File: config.mk
export PLATFORM = sky130hd
export DESIGN_NAME = add_sum_accum
export DESIGN_NICKNAME = d
export VERILOG_FILES = /design/src/rtl/add_pkg.sv /design/src/rtl/sat_add.sv /design/src/rtl/add_sum_accum.sv
export SDC_FILE = /design/constraint.sdc
export NUM_CORES = 1
export LEC_CHECK = 0
export CELL_PAD_IN_SITES_DETAIL_PLACEMENT = 1
export CELL_PAD_IN_SITES_GLOBAL_PLACEMENT = 2
export CORE_ASPECT_RATIO = 0.9
export CORE_UTILIZATION = 37
export DETAILED_ROUTE_END_ITERATION = 12
export HOLD_SLACK_MARGIN = 0.15
export MAX_ROUTING_LAYER = met4
export PLACE_DENSITY = 0.94
export SLEW_MARGIN = 20
export SYNTH_ARGS = -nofsm -noshare
export SYNTH_HDL_FRONTEND = slang
export SYNTH_SLANG_ARGS = --single-unit
export TNS_END_PERCENT = 1
File: constraint.sdc
create_clock -name clk -period 6.4 [get_ports clk]
set_clock_uncertainty 0.1 [all_clocks]
set_input_delay 1.28 -clock clk [delete_from_list [all_inputs] [get_ports clk]]
set_output_delay 1.28 -clock clk [all_outputs]
set_load 0.005 [all_outputs]
File: src/rtl/add_pkg.sv
// Shared widths and state type for the adder sum accumulator slice.
package add_pkg;

  localparam int unsigned DEF_SUM_W = 5;
  localparam int unsigned DEF_ACC_W = 8;

  typedef enum logic [1:0] {
    IDLE,
    ACCUM,
    HOLD
  } accum_state_e;

endpackage

File: src/rtl/sat_add.sv
// Saturating adder: ACC_W-bit accumulator plus a zero-extended SUM_W-bit operand.
module sat_add #(
  parameter int unsigned ACC_W = 8,
  parameter int unsigned SUM_W = 5
) (
  input  logic [ACC_W-1:0] a,
  input  logic [SUM_W-1:0] b,
  output logic [ACC_W-1:0] sum,
  output logic             ovf
);

  logic [ACC_W:0] full;

  always_comb begin
    full = {1'b0, a} + (ACC_W + 1)'(b);
    ovf  = full[ACC_W];
    sum  = ovf ? '1 : full[ACC_W-1:0];
  end

endmodule

File: src/rtl/add_sum_accum.sv
// Accumulates NUM_SAMPLES adder sums (fewer on flush) into a saturating total and
// holds total/count/saturation until the sink accepts them.
module add_sum_accum
  import add_pkg::*;
#(
  parameter int unsigned SUM_W       = DEF_SUM_W,
  parameter int unsigned ACC_W       = DEF_ACC_W,
  parameter int unsigned NUM_SAMPLES = 4
) (
  input  logic             clk,
  input  logic             rst_n,
  input  logic             in_valid,
  input  logic [SUM_W-1:0] in_sum,
  output logic             in_ready,
  input  logic             flush,
  output logic             out_valid,
  input  logic             out_ready,
  output logic [ACC_W-1:0] out_total,
  output logic [7:0]       out_count,
  output logic             out_sat
);

  localparam logic [7:0] LAST = 8'(NUM_SAMPLES);

  accum_state_e     state;
  logic [ACC_W-1:0] acc;
  logic [ACC_W-1:0] add_sum;
  logic [ACC_W-1:0] new_acc;
  logic [7:0]       cnt;
  logic [7:0]       new_cnt;
  logic             sat;
  logic             new_sat;
  logic             add_ovf;
  logic             accept;
  logic             close;
  logic             rdy;

  sat_add #(
    .ACC_W(ACC_W),
    .SUM_W(SUM_W)
  ) u_sat_add (
    .a  (acc),
    .b  (in_sum),
    .sum(add_sum),
    .ovf(add_ovf)
  );

  // rdy is a registered copy of (state != HOLD), held low through reset and
  // for the first cycle after release.
  assign in_ready = rdy;

  always_comb begin
    accept  = in_valid & rdy;
    new_acc = accept ? add_sum : acc;
    new_sat = sat | (accept & add_ovf);
    new_cnt = cnt + {7'b0, accept};
    close   = (state != HOLD) && (new_cnt != '0) && ((new_cnt == LAST) || flush);
  end

  always_ff @(posedge clk or negedge rst_n) begin
    if (!rst_n) begin
      state     <= IDLE;
      acc       <= '0;
      cnt       <= '0;
      sat       <= 1'b0;
      rdy       <= 1'b0;
      out_valid <= 1'b0;
      out_total <= '0;
      out_count <= '0;
      out_sat   <= 1'b0;
    end else begin
      case (state)
        IDLE, ACCUM: begin
          acc <= new_acc;
          cnt <= new_cnt;
          sat <= new_sat;
          if (close) begin
            state     <= HOLD;
            rdy       <= 1'b0;
            out_valid <= 1'b1;
            out_total <= new_acc;
            out_count <= new_cnt;
            out_sat   <= new_sat;
          end else begin
            state <= (new_cnt == '0) ? IDLE : ACCUM;
            rdy   <= 1'b1;
          end
        end
        HOLD: begin
          if (out_ready) begin
            state     <= IDLE;
            acc       <= '0;
            cnt       <= '0;
            sat       <= 1'b0;
            rdy       <= 1'b1;
            out_valid <= 1'b0;
            out_total <= '0;
            out_count <= '0;
            out_sat   <= 1'b0;
          end else begin
            rdy <= 1'b0;
          end
        end
        default: begin
          state <= IDLE;
          rdy   <= 1'b1;
        end
      endcase
    end
  end

endmodule

== Word level (Yosys, flattened, before mapping) ==
Index checks and enable logic that the tools add are counted.

* Bits in registers: 38
* Input port bits: 10
* Output and inout bits: 19
* Logic and storage cells: 52

* Add/sub/neg operators: 2
* Equal/unequal tests: 6
* Muxes and demuxes: 22
* Bitwise operators: 3
* Reduce and logical (&&, ||, !) cells: 10

{| class="wikitable"
|+ Operator list
! cell !! number
|-
| 8-bit one-hot mux with 2 select lines || 4
|-
| 8-bit 2-to-1 mux || 5
|-
| 8-bit by 5-bit adder with 9-bit output || 1
|-
| 8-bit by 1-bit adder with 8-bit output || 1
|-
| 8-bit by 3-bit equality test with 1-bit output, second input constant || 1
|-
| 8-bit logical NOT || 1
|-
| 1-bit one-hot mux with 2 select lines || 4
|-
| 8-bit nonzero test || 1
|-
| 1-bit 2-to-1 mux || 6
|-
| 2-bit inequality test, second input constant || 3
|-
| 2-bit 2-to-1 mux || 2
|-
| 2-bit one-hot mux with 2 select lines || 1
|-
| 3-bit AND reduction || 1
|-
| 1-bit bitwise AND || 2
|-
| 2-bit by 1-bit equality test with 1-bit output, second input constant || 1
|-
| 2-bit equality test, second input constant || 1
|-
| 1-bit logical AND || 2
|-
| 2-bit logical NOT || 1
|-
| 2-bit AND reduction || 1
|-
| 2-bit nonzero test || 1
|-
| 2-bit OR reduction || 1
|-
| 1-bit logical OR || 1
|-
| 1-bit OR || 1
|}

== Longest topological paths before layout ==
* Word-level depth: 7
* Mapped depth: 11
* Depth with buffers taken out: 9

== Cells and area by module ==
From an unflattened synthesis, not the netlist that was laid out.

* Cells, all modules: 206
* Area, all modules: 2067.0 um^2

{| class="wikitable"
|+ Modules (own cells, without submodules)
! module !! instances !! cells an instance !! area an instance (um^2) !! seq. area each (um^2)
|-
| add_sum_accum || 1 || 166 || 1778.0 || 950.9
|-
| sat_add || 1 || 40 || 289.0 || 0.0
|}

== Worst setup path after synthesis ==
Ideal clock, no wire load.

* Kind: input to register
* Start: input port in_valid
* End: register out_count[0]
* Setup time: 0.079 ns
* Arrival: 3.532 ns
* Required time: 6.221 ns
* Slack: 2.689 ns
* Stages on the path: 11
* Buffers on the path: 2
* Cells stage by stage: nand2_1 inv_1 ha_1 ha_1 and3_1 clkbuf_1 a31oi_1 a2111oi_4 mux2i_1 buf_6 mux2i_1

* Word-level cells in the longest chain between the ends: 7
* Elaborated cells on any way between the ends: 11
* Classes of those cells: 1 x add/sub; 2 x eq/ne; 2 x mux; 1 x bitwise; 5 x reduce/logical

{| class="wikitable"
|+ RTL lines
! element !! RTL line !! source
|-
| start, declared || add_sum_accum.sv:12 || <nowiki>input logic in_valid,</nowiki>
|-
| 1-bit bitwise AND (*) || add_sum_accum.sv:53 || <nowiki>accept = in_valid & rdy;</nowiki>
|-
| 8-bit by 1-bit adder with 8-bit output (*) || add_sum_accum.sv:56 || <nowiki>new_cnt = cnt + {7'b0, accept};</nowiki>
|-
| 8-bit by 3-bit equality test with 1-bit output / 8-bit nonzero test (equally long branches) || add_sum_accum.sv:57 || <nowiki>close = (state != HOLD) && (new_cnt != '0) && ((new_cnt == LAST) || flush);</nowiki>
|-
| 1-bit logical OR / 1-bit logical AND (equally long branches) || add_sum_accum.sv:57 ||
|-
| 1-bit logical AND || add_sum_accum.sv:57 ||
|-
| 2-bit inequality test (no source line) || - ||
|-
| 3-bit AND reduction (no source line) || - ||
|-
| end signal, assigned || add_sum_accum.sv:82 || <nowiki>out_count <= new_cnt;</nowiki>
|-
| end, declared || add_sum_accum.sv:19 || <nowiki>output logic [7:0] out_count,</nowiki>
|}

Every way passes the cells marked *; elsewhere a longest branch is shown, timed or not. The select of a mux whose other input is x is not followed.
A chain may end at the register's enable or synchronous reset.

== Final worst setup path ==
* Start: input port in_valid
* End: register out_count[6]

The elaborated chain is that of the path after synthesis.

==> results by group <==
Run status
  • Status: complete, no violations

Global routing
  • GRT Residual Overflow: 0
  • Initial antenna violation count: 0
  • Number of global-route vias before repair: 1645
  • Total GRT Usage: 18.9%
  • Largest net degree at the start of global routing: 39
  • First-pass GRT wire length: between 8000 and 9000 um

Placed design
  • I/O Buffers: 28
  • Placed Cells: 297
  • GPL Wtd Cong: 0.779
  • Place WS: 1.37 ns
  • Post-DP HPWL: roughly 3400 um

Routing
  • # DRC: 0
  • Drt total wl: 4750 um
  • Drt pass-1 iters: 4
  • Initial DRC count: 120
  • Via density: 5.21
  • Wire per inst: around 16 um
  • Post-route ant nets: 0
  • Via count: 1585

Timing
  • Worst Setup Slack, final: 1.69 ns
  • Sum of negative setup slack: 0 ns
  • Final Hold Fails: 0
  • Period utilization: 73.6%
  • RSZ-0062 raised after global routing: false
  • WHS: 0.395 ns
  • Max Slew Vio Count: 0
  • Worst-margin pin slew: 0.861 ns
  • Final setup fails: 0
  • F_max: 212 MHz
  • Period minus WS final: 4.71 ns
  • Max-Slew Margin vs Limit: 42.6%

Power and ir drop
  • Pwr Density: 385 nW/um^2
  • LEAKAGE: 1.13 nW
  • Peak VDD IR: 0.177 mV

CTS
  • Reg clk slew, reported paths: 0.07 ns
  • Hold buffer count at CTS: 0
  • CTS tree: yes
  • Worst-Skew Late Latency: 0.28 ns
  • Setup Buffers After CTS: 0
  • CTS sink cnt: 38
  • CTS root buffer: clkbuf_8
  • Total CTS buffers: 5
  • H-tree Lvls: 2
  • CTS max path bufs: 2
  • # resized after CTS: 0

Logic synthesis
  • Adder-Cell Fraction of Synth Area: slightly above 5%
  • Warnings from Yosys: 0
  • Post-synthesis cell count: 214
  • Flop and latch count out of synthesis: 38
  • Simple-gate share of the synthesized area: 15.8%
  • XOR/XNOR Fraction of Synth Area: 4.65%
  • Multiplexer share of the synthesized area: 9.17%
  • Post-Syn Area: 2070 um^2
  • Post-synthesis compound-gate area fraction: 15.3%
  • Main combinational cell family by area after synthesis: simple AND/OR/NAND/NOR gates
  • Mapped Nets: 232
  • Seq/Total Area, Yosys: approximately 46%
  • Post-synth cell types: 36
  • Syn_area_per_cell: 9.69 um^2

Cells and area
  • ANT cells: 0
  • Post-Layout Cell Count: 304
  • Area Overhead vs Synth: 18.2%
  • Most common cell after layout, fill and taps aside: nand2_1
  • Nets: 255
  • Share of post-route cells with drive strength above 1: roughly 4.6%
  • Commonest non-fill, non-tap cells in the layout: nand2_1, dfrtp_1, clkdlybuf4s50_1, o21ai_0, mux2i_1

Worst setup path
  • Most frequent CP cell: ha_1
  • Cells along the critical path: clkdlybuf4s50_1, nand2_1, inv_1, ha_1, ha_1, and3_1, a31oi_1, a2111oi_4, mux2i_2, buf_4, mux2i_1
  • Slowest stage delay, CP: between 0.6 and 0.7 ns
  • Crit path kind: in2reg
  • R2R depth: 10
  • Critical path's slowest cell: mux2i_2
  • CP arrival: 4.81 ns
  • Startpoint Class: input pin
  • Max FO, Critical Path: 13
  • Critical Path RT: 6.50 ns
  • CP Capture Type: register

Floorplan
  • # IOs: 29
  • Die area: 5910 um^2
  • Core Region: ~5300 um^2
  • Initial Util: 39.0%
  • FP Rows: 25
  • Die height: 73.0 um
  • Width of the die: 80.9 um

Job
  • # Max-Cap Violations: 0

Min path
  • Worst hold path depth: 2
  • Hold Path Class: reg2reg
## worst paths after layout
path                       startpoint            to  slack (ns)
setup / recovery             in_valid  out_count[6]        1.69
hold / removal              out_valid     out_valid        0.39
setup reg to reg             in_ready  out_count[6]        2.78
hold reg to reg             out_valid     out_valid        0.39
max in group asynchronous       rst_n  out_total[2]        4.65
min in group asynchronous       rst_n     out_valid        1.01
## synth_stat cells
library cell	n	area share, %
nand2_1	40	7.2
dfrtp_1	38	46
o21ai_0	22	5.3
mux2i_1	19	9.2
nor2_1	13	2.4
clkbuf_1	9	1.6
a211oi_1	8	2.9
xnor2_1	8	3.4
ha_1	7	4.2
a31oi_1	5	1.5
a21o_1	4	1.4
and3_1	4	1.2
nand3_1	4	0.97
inv_1	3	0.54
nand2b_1	3	0.91
xor2_1	3	1.3
a21oi_1	2	0.48
and2_1	2	0.60
buf_6	2	1.1
nor2b_1	2	0.60
a2111oi_4	1	1.3
a311oi_1	1	0.42
a41oi_1	1	0.42
and4_1	1	0.42
buf_2	1	0.24
buf_4	1	0.36
clkinv_1	1	0.18
fa_1	1	0.97
nand2_2	1	0.30
nand3b_1	1	0.36
nor3_1	1	0.24
o21a_1	1	0.36
o21bai_1	1	0.36
o31ai_1	1	0.36
o41ai_1	1	0.42
or4_4	1	0.54
## area by class of cell
class | instances | area (um^2)
clock buffer | 7 | 76.3
multi-input combinational | 159 | 1040
fill | 626 | 2870
inverter | 4 | 15.0
sequential | 38 | 951
tap | 67 | 83.8
timing repair buffer | 29 | 283
## stage by stage
stage	area, um^2	utilization (%)	total power [W]
finish	2450	46.1	0.000944
global route	2450	46.1	0.00102
detailed placement	2370	44.7	0.000800
CTS	2450	46.1	0.000957
global placement	2370	44.7	0.000788
floorplan	2070	-	0.000650
## registers in the layout, summed over array words and instances, names as in the netlist
| name | flops |
|---|---|
| out_count | 8 |
| acc | 8 |
| out_total | 8 |
| in_ready | 1 |
| cnt | 8 |
| out_sat | 1 |
| out_valid | 1 |
| sat | 1 |
| state | 2 |
## layer usage
| metal | track usage, % | wire [um] | share of wire, % |
|---|---|---|---|
| met2 | 26.8 | 2060 | 43 |
| met5 | - | 0 | 0 |
| met4 | 5.36 | 54 | 1.1 |
| met1 | 27.5 | 2540 | 53 |
| met3 | 3.13 | 107 | 2.3 |
## cell families after synthesis
group           Yosys count
compound gates           48
simple gates             73
fa+ha+maj                 8
buf+inv                  17
mux                      19
xor+xnor                 11
flops                    38
## power by group
| part | total, W | leakage (nW) | internal, W | switching, W |
|---|---|---|---|---|
| clock network | 0.000152 | 0.0383 | 0.0000750 | 0.0000774 |
| logic | 0.000413 | 0.589 | 0.000200 | 0.000212 |
| registers | 0.000379 | 0.505 | 0.000306 | 0.0000726 |
## worst max-delay path: cells and delay by family
family | cells | cell delay (ns)
buffers and inverters | 3 | 1.12
AOI/OAI and AO/OA | 2 | 0.56
muxes | 2 | 0.84
adders and majority gates | 2 | 0.51
and+or+nand+nor | 2 | 0.49
Power figures use the tool's default switching activity.
